--- src/rtl/falling_object_engine.sv ---
// Falling-obstacle engine: N_OBJ independently paced objects drawn into the VGA
// stream, checked against the player rectangle, with an IDLE/RUN/FAIL game FSM.

module falling_object_lane #(
    parameter int IDX        = 0,
    parameter int COL_BASE   = 100,
    parameter int COL_STRIDE = 120,
    parameter int OBJ_W      = 30,
    parameter int OBJ_H      = 80,
    parameter int SCREEN_H   = 480,
    parameter int DY         = 8,
    parameter int DIV_BASE   = 1,
    parameter int PLAYER_ROW = 400,
    parameter int PLAYER_H   = 40,
    parameter int PLAYER_W   = 30
) (
    input  logic        en_i,
    input  logic [10:0] y_i,
    input  logic [7:0]  div_i,
    input  logic [10:0] player_col_i,
    input  logic [10:0] col_i,
    input  logic [10:0] row_i,
    output logic        hit_o,
    output logic        coll_o,
    output logic        term_o,
    output logic        wrap_o,
    output logic [10:0] y_step_o
);
    localparam logic [10:0] CB   = 11'(COL_BASE + IDX * COL_STRIDE);
    localparam logic [10:0] W    = 11'(OBJ_W);
    localparam logic [10:0] H    = 11'(OBJ_H);
    localparam logic [10:0] PR   = 11'(PLAYER_ROW);
    localparam logic [10:0] PH   = 11'(PLAYER_H);
    localparam logic [10:0] PW   = 11'(PLAYER_W);
    localparam logic [7:0]  TERM = 8'(DIV_BASE + IDX - 1);

    logic [11:0] sum;
    assign sum      = {1'b0, y_i} + 12'(DY);
    assign wrap_o   = sum >= 12'(SCREEN_H);
    assign y_step_o = wrap_o ? 11'd0 : sum[10:0];
    assign term_o   = div_i == TERM;

    assign hit_o  = en_i && (col_i >= CB) && (col_i < CB + W)
                         && (row_i >= y_i) && (row_i < y_i + H);
    assign coll_o = en_i && (CB < player_col_i + PW) && (player_col_i < CB + W)
                         && (y_i < PR + PH) && (PR < y_i + H);
endmodule

module falling_object_engine #(
    parameter int N_OBJ       = 4,
    parameter int COL_BASE    = 100,
    parameter int COL_STRIDE  = 120,
    parameter int OBJ_W       = 30,
    parameter int OBJ_H       = 80,
    parameter int SCREEN_H    = 480,
    parameter int DY          = 8,
    parameter int DIV_BASE    = 1,
    parameter int ROW_STAGGER = 40,
    parameter int PLAYER_ROW  = 400,
    parameter int PLAYER_H    = 40,
    parameter int PLAYER_W    = 30
) (
    input  logic             VGA_CLK,
    input  logic             reset,
    input  logic             start,
    input  logic             gameover,
    input  logic             frame_tick,
    input  logic [N_OBJ-1:0] enable,
    input  logic [10:0]      player_col,
    input  logic             ready,
    input  logic [10:0]      column_addr,
    input  logic [10:0]      row_addr,
    output logic             red,
    output logic             green,
    output logic             blue,
    output logic             fail_out,
    output logic [N_OBJ-1:0] fail_vec,
    output logic [15:0]      dodged
);
    typedef enum logic [1:0] {S_IDLE, S_RUN, S_FAIL} state_t;

    state_t                  state_q;
    logic [N_OBJ-1:0][10:0]  y_q;
    logic [N_OBJ-1:0][7:0]   div_q;
    logic [N_OBJ-1:0]        fail_vec_q;
    logic [15:0]             dodged_q, dodged_d;
    logic                    fail_q, red_q, green_q, blue_q;

    logic [N_OBJ-1:0]        hit, coll, term, wrap;
    logic [N_OBJ-1:0][10:0]  y_step;

    for (genvar g = 0; g < N_OBJ; g++) begin : g_lane
        falling_object_lane #(
            .IDX(g), .COL_BASE(COL_BASE), .COL_STRIDE(COL_STRIDE),
            .OBJ_W(OBJ_W), .OBJ_H(OBJ_H), .SCREEN_H(SCREEN_H), .DY(DY),
            .DIV_BASE(DIV_BASE), .PLAYER_ROW(PLAYER_ROW),
            .PLAYER_H(PLAYER_H), .PLAYER_W(PLAYER_W)
        ) u_lane (
            .en_i(enable[g]), .y_i(y_q[g]), .div_i(div_q[g]),
            .player_col_i(player_col), .col_i(column_addr), .row_i(row_addr),
            .hit_o(hit[g]), .coll_o(coll[g]), .term_o(term[g]),
            .wrap_o(wrap[g]), .y_step_o(y_step[g])
        );
    end

    // Several objects may wrap on the same tick; each one counts.
    logic [4:0]  n_wrap;
    logic [16:0] dodged_sum;
    always_comb begin
        n_wrap = '0;
        for (int i = 0; i < N_OBJ; i++)
            if (enable[i] && term[i] && wrap[i]) n_wrap = n_wrap + 5'd1;
        dodged_sum = {1'b0, dodged_q} + 17'(n_wrap);
        dodged_d   = dodged_sum[16] ? 16'hFFFF : dodged_sum[15:0];
    end

    always_ff @(posedge VGA_CLK or posedge reset) begin
        if (reset) begin
            state_q    <= S_IDLE;
            fail_q     <= 1'b0;
            fail_vec_q <= '0;
            dodged_q   <= '0;
            red_q      <= 1'b0;
            green_q    <= 1'b0;
            blue_q     <= 1'b0;
            for (int i = 0; i < N_OBJ; i++) begin
                y_q[i]   <= 11'(i * ROW_STAGGER);
                div_q[i] <= '0;
            end
        end else begin
            red_q   <= ready && (|hit);
            green_q <= ready && (|hit) && (state_q != S_FAIL);
            blue_q  <= ready && (|hit) && (state_q != S_FAIL);
            if (gameover || state_q == S_IDLE) begin
                for (int i = 0; i < N_OBJ; i++) begin
                    y_q[i]   <= 11'(i * ROW_STAGGER);
                    div_q[i] <= '0;
                end
            end
            if (gameover) begin
                state_q <= S_IDLE;
                fail_q  <= 1'b0;
            end else begin
                case (state_q)
                    S_IDLE: if (start) begin
                        state_q    <= S_RUN;
                        fail_vec_q <= '0;
                        dodged_q   <= '0;
                    end
                    S_RUN: if (|coll) begin
                        // Collision beats a same-cycle frame tick.
                        state_q    <= S_FAIL;
                        fail_q     <= 1'b1;
                        fail_vec_q <= fail_vec_q | coll;
                    end else if (frame_tick) begin
                        dodged_q <= dodged_d;
                        for (int i = 0; i < N_OBJ; i++) begin
                            if (enable[i]) begin
                                if (term[i]) begin
                                    div_q[i] <= '0;
                                    y_q[i]   <= y_step[i];
                                end else begin
                                    div_q[i] <= div_q[i] + 8'd1;
                                end
                            end
                        end
                    end
                    default: ;
                endcase
            end
        end
    end

    assign red      = red_q;
    assign green    = green_q;
    assign blue     = blue_q;
    assign fail_out = fail_q;
    assign fail_vec = fail_vec_q;
    assign dodged   = dodged_q;
endmodule
--- config.mk ---
export PLATFORM = sky130hd
export DESIGN_NAME = falling_object_engine
export DESIGN_NICKNAME = d
export VERILOG_FILES = /design/src/rtl/falling_object_engine.sv
export SDC_FILE = /design/constraint.sdc
export NUM_CORES = 1
export LEC_CHECK = 0
export CORE_MARGIN = 4
export CORE_UTILIZATION = 45
export DETAILED_ROUTE_END_ITERATION = 7
export GPL_TIMING_DRIVEN = 1
export PLACE_DENSITY = 0.63
export SETUP_SLACK_MARGIN = 0.4
export SYNTH_ARGS = -nofsm -noshare
export SYNTH_HDL_FRONTEND = slang
export SYNTH_SLANG_ARGS = --single-unit
--- constraint.sdc ---
create_clock -name VGA_CLK -period 13.01 [get_ports VGA_CLK]
set_clock_uncertainty 0.2 [all_clocks]
set_input_delay 2.602 -clock VGA_CLK [delete_from_list [all_inputs] [get_ports VGA_CLK]]
set_output_delay 2.602 -clock VGA_CLK [all_outputs]
set_load 0.05 [all_outputs]
==> results of run 1 <==
## power by group through the flow
stage | Combinational, µW | Sequential [µW] | Clock [µW]
floorplan | 60.8 | 326 | 0
CTS | 110 | 319 | 273
global placement | 108 | 325 | 0
detailed placement | 109 | 325 | 0
global route | 123 | 319 | 287
finish | 110 | 319 | 269
## flip-flops by register name, indices dropped and copies added (netlist names)
signal    count
div_q        32
state_q       2
fail_vec      4
y_q          44
dodged       16
blue          1
fail_out      1
red           1
## routing by layer
layer / GRT usage (%) / share of wire (%) / vias up
li1: - / - / 3927
met1: 31.82 / 46 / 3767
met2: 36.33 / 45 / 211
met3: 4.407 / 5.6 / 49
met4: 8.137 / 3.3 / 0
met5: 0 / 0 / -
## critical path, stage by stage
cell and delay, ns:
clkdlybuf4s50_1 0.64, and2_1 0.32, nor2b_1 0.30, ha_1 0.33, xnor2_1 0.21, xnor2_1 0.15
ha_1 0.18, inv_1 0.05, fa_1 0.37, nor2b_1 0.15, o21ai_0 0.12, a21boi_0 0.65
nor2b_1 0.38, nand3_1 0.43, o21ai_0 0.21, a21oi_1 0.09, a311oi_1 0.30
## metrics by stage
stage | worst slack, ns | instances
after floorplan | 6.910 | 1041
after global placement | 5.350 | 1311
after detailed placement | 5.312 | 1311
after CTS | 5.635 | 1327
after global routing | 4.960 | 1327
final | 5.578 | 1327
## layout by cell type, fill, tap and decap left out, types with 21 or more instances in the layout
cell	count
nand3_1	55
o21ai_0	60
nor2_1	63
a21oi_1	76
nor3_1	21
and3_1	22
xnor2_1	32
nand2_1	96
clkdlybuf4s50_1	65
ha_1	101
dfrtp_1	93
inv_1	78
## path summary, 6_finish.rpt
| path | startpoint | end | slack (ns) | depth (start not counted) |
|---|---|---|---|---|
| max reg2reg | y_q[14] | dodged[9] | 6.77 | 20 |
| max in group asynchronous | reset | y_q[13] | 9.03 | 3 |
| min | fail_out | fail_out | 0.30 | 2 |
| min reg2reg | fail_out | fail_out | 0.30 | 2 |
| max | enable[0] | dodged[9] | 5.58 | 17 |
| min in group asynchronous | reset | fail_out | 2.48 | 2 |
## area by class of cell
type                    count  area, µm²
well taps                 234      292.8
clock buffers               9      225.2
flip-flops and latches    101       2537
inverters                  79      299.0
multi-input cells         826       5642
clock inverters             7      56.30
repair buffers             71      695.7
fillers                  1814       9020
## logic make-up after synthesis
logic type | Yosys count
compound gates | 290
simple gates | 382
fa+ha+maj | 102
other cells | 1
buf+inv | 114
flops | 101
xor+xnor | 42
mux | 9
==> out/metrics.yaml, run 1 <==
power_and_ir_drop:
  totalPowerFinal_uw: 698.2
  powerDensity_nw_per_um2: 71.62
  p_clk_share_pct: 38.5
  p_int_uw: 486.7
  pwr-share-seq_pct: 45.7
  switching_power_uw: 211.5
  switching_share_pct: 30.30
  ir_drop_mv: 0.06503
  leakage_uw: 0.004183
  power_frac_comb_pct: 15.8
synth:
  synth_async_sr_flop_share_pct: 100.0
  synth_common_cells: "ha_1 (101), nand2_1 (96), dfrtp_1 (93)"
  syn_nets: 1186
  synth_ff_type: "dfrtp_1"
  ys_types: 75
  syn_inst: 1041
  synth_warnings: 0
  yosys.area_share.simple_pct: 22.71
  synth_xor_area_share_pct: 4.266
  synth_top_family_by_area: "simple AND/OR/NAND/NOR gates"
  yosysTopAreaCellShare_pct: 26.99
  synth_edf_count: 0
  synth.area.mux_share_pct: 1.074
  synth_seq_cells: 101
  synth_area_um2: 8623
  yosys.area.top_type: "dfrtp_1"
  yosysMostFrequentCell: "ha_1"
  yosysSeqAreaShare_pct: 29.43
  synth_compound_gate_area_share_pct: 22.45
  synth_fa_ha_area_share_pct: 14.89
  synth_area_leaders: "dfrtp_1 (27%), ha_1 (15%), a21oi_1 (4.4%)"
  syn_area_per_cell_um2: 8.284
clock_network:
  cts_resized: 0
  clk-insertion-delay-late_ns: 0.37
  cts_buffers: 9
  numClockSinks: 101
  cts_tree: "done"
  postCtsSetupBuffers: 0
  cts_hold_buf: 0
  clockBufferDepth: 2
  htreeDepth: 3
  path_clk_slew_ns: 0.08
  cts_root_buf: "clkbuf_16"
setup_path:
  worstSetupPathType: "input port to flip-flop"
  cp_max_fo: 12
  cp.required_ns: 13.07
  cp.arrival_ns: 7.49
  worst_setup_path_end_kind: "flip-flop"
  cp-start-kind: "input port"
global_route:
  antenna_found_initial: 0
  grt_pass1_vias: 7555
  globalRouteOverflowTotal: 0
  grt_util_all_layers_pct: 23.07
  grt_max_degree: 53
  grt_pass1_wl_mm: 40.17
final_layout:
  drive_gt1_share_pct: 4.575
  diodes: 0
  final_util_pct: 51.94
  final_area_um2: 9748
  nNetsFinal: 1233
  area_growth_pct: 13.04
timing:
  fin_hold_ws_ns: 0.3045
  finalSetupViolCount: 0
  rsz0062_at_grt: "no"
  slew_viol_final: 0
  setup_tns_ns: 0
  slew_headroom_pct: 24.48
  fmax_mhz: 134.6
  finalHoldViolCount: 0
  period_needed_ns: 7.432
  period_share_pct: 57.12
  tightest_slew_ns: 1.129
die:
  core_um2: 18770
  fp-row-count: 50
  io_pins: 67
  die_x_um: 146.4
  floorplan.initialDensity_pct: 45.95
  die_h_um: 146.4
  die_area_um2: 21440
place:
  hpwl_mm: 18.40
  placed_cell_area_um2: 9467
  place_congestion: 0.9137
  port_buffers: 65
worst_hold_path:
  min_path_type: "flip-flop to flip-flop"
detailed_routing:
  routedWlPerCell_um: 18.48
  dr.pass1.iters: 7
  wirelength_mm: 24.52
  vias: 7954
  drtIter0Drc: 479
  vias_per_cell: 5.994
  antenna_left: 0
  drcViolationCount: 0
job:
  cap_violations: 0
status:
  status: "completed"
Power figures use the tool's default switching activity.
==> run 2: changes to the inputs <==
clock period = 7.42 ns   (was 13.01 ns; I/O delays follow)
==> out/metrics.yaml, run 2 (synthesis gave the netlist of run 1 again) <==
clock_network:
  cts_root_buf: "clkbuf_16"
  htreeDepth: 3
  path_clk_slew_ns: 0.08
  clockBufferDepth: 2
  cts_tree: "done"
  numClockSinks: 101
  clk-insertion-delay-late_ns: 0.36
  cts_resized: 0
  cts_buffers: 9
  cts_hold_buf: 0
  postCtsSetupBuffers: 0
setup_path:
  worstSetupPathType: "flip-flop to flip-flop"
  cp_max_fo: 12
  cp.required_ns: 7.52
  r2r.worst_path.cells: 21
  r2r-start: "y_q[14]"
  cp.arrival_ns: 5.91
  cp-start-kind: "flip-flop"
  worst_setup_path_end_kind: "flip-flop"
  reg2reg_to: "dodged[8]"
  r2r_setup_slack_ns: 1.61
final_layout:
  finalNonFillerCells: 1329
  final_util_pct: 52.15
  fill_cells: 1815
  mostFrequentLayoutCell: "ha_1"
  diodes: 0
  drive_gt1_share_pct: 4.749
  final_cell_mix: "ha_1 (101), nand2_1 (96), dfrtp_1 (93), inv_1 (78), a21oi_1 (76)"
  largest_register_ff_count: 44
  nNetsFinal: 1235
  area_growth_pct: 13.51
  largest-register: "y_q"
global_route:
  grt_util_all_layers_pct: 23.04
  globalRouteOverflowTotal: 0
  antenna_found_initial: 0
  grt_pass1_vias: 7467
  grt_max_degree: 55
  grt_pass1_wl_mm: 39.76
place:
  hpwl_mm: 18.36
  dp_cells: 1313
  port_buffers: 65
  place_congestion: 0.8786
detailed_routing:
  drcViolationCount: 0
  antenna_left: 0
  routedWlPerCell_um: 18.55
  vias_per_cell: 5.953
  dr.pass1.iters: 5
  drtIter0Drc: 479
  vias: 7911
  wirelength_mm: 24.66
die:
  die_h_um: 146.4
  die_x_um: 146.4
  floorplan.initialDensity_pct: 45.95
  io_pins: 67
  core_um2: 18770
  die_area_um2: 21440
  fp-row-count: 50
status:
  status: "completed"
timing:
  slew_headroom_pct: 38.33
  slew_viol_final: 0
  fin_hold_ws_ns: 0.3308
  fmax_mhz: 172.1
  setup_tns_ns: 0
  tightest_slew_ns: 0.9216
  period_share_pct: 78.30
  period_needed_ns: 5.810
  rsz0062_at_grt: "no"
  finalHoldViolCount: 0
  finalSetupViolCount: 0
worst_hold_path:
  hold_end: "fail_vec[1]"
  hp-start: "fail_vec[1]"
  whs_path_depth: 2
  min_path_type: "flip-flop to flip-flop"
power_and_ir_drop:
  totalPowerFinal_uw: 1266
  leakage_uw: 0.004197
  ir_drop_mv: 0.09969
  powerDensity_nw_per_um2: 129.4
job:
  cap_violations: 0
-- run 2: per-layer routing --
| metal | part of all wire, % | wire, µm | global-route usage (%) | up-vias |
|---|---|---|---|---|
| met2 | 45 | 11180 | 36.42 | 183 |
| met1 | 48 | 11740 | 32.18 | 3770 |
| met3 | 4.8 | 1187 | 4.252 | 35 |
| li1 | - | - | - | 3923 |
| met4 | 2.2 | 545 | 7.008 | 0 |
| met5 | 0 | 0 | 0 | - |
-- run 2: critical path, stage by stage (launching register included) --
cell	delay [ns]
dfstp_2	0.59
ha_1	0.28
nand3_1	0.16
or4b_2	0.63
a221o_1	0.38
nand2_1	0.19
inv_1	0.09
ha_1	0.35
xnor2_1	0.22
xnor2_1	0.14
ha_1	0.18
inv_1	0.05
fa_1	0.38
nor2b_1	0.14
o21ai_0	0.12
a21boi_0	0.19
buf_4	0.17
nor2b_1	0.28
nand3_1	0.42
and3_1	0.35
nand3_1	0.07
and3_1	0.15
-- run 2: final cells by class --
type	instances	area (µm²)	share of cell area, %
tap	234	292.8	2.991
multi-input combinational	826	5642	57.64
clock buffer	9	225.2	2.301
clock inverter	7	81.33	0.8309
sequential	101	2537	25.92
inverter	79	299.0	3.055
timing repair buffer	73	710.7	7.261
-- run 2: worst max-delay path by stage --
stage / from / end / slack (ns) / cells after the start
floorplan: y_q[14] / dodged[7] / 2.23 / 21
global placement: enable[0] / dodged[9] / 1.31 / 18
detailed placement: enable[0] / dodged[9] / 1.30 / 18
CTS: y_q[14] / dodged[9] / 1.63 / 21
global route: y_q[14] / dodged[9] / 0.97 / 21
finish: y_q[14] / dodged[8] / 1.61 / 21
-- run 2: power breakdown --
group | switching, µW | internal (µW) | leakage [µW]
sequential | 6.07 | 553 | 0.00138
clock | 247 | 267 | 0.000141
combinational | 125 | 67.8 | 0.00268
total | 378 | 888 | 0.00420
-- run 2: stage by stage --
| step | setup slack, ns | area [µm²] |
|---|---|---|
| after floorplan | 2.226 | 8623 |
| after global placement | 1.308 | 9482 |
| after detailed placement | 1.302 | 9482 |
| after CTS | 1.632 | 9788 |
| after global routing | 0.9723 | 9788 |
| final | 1.610 | 9788 |
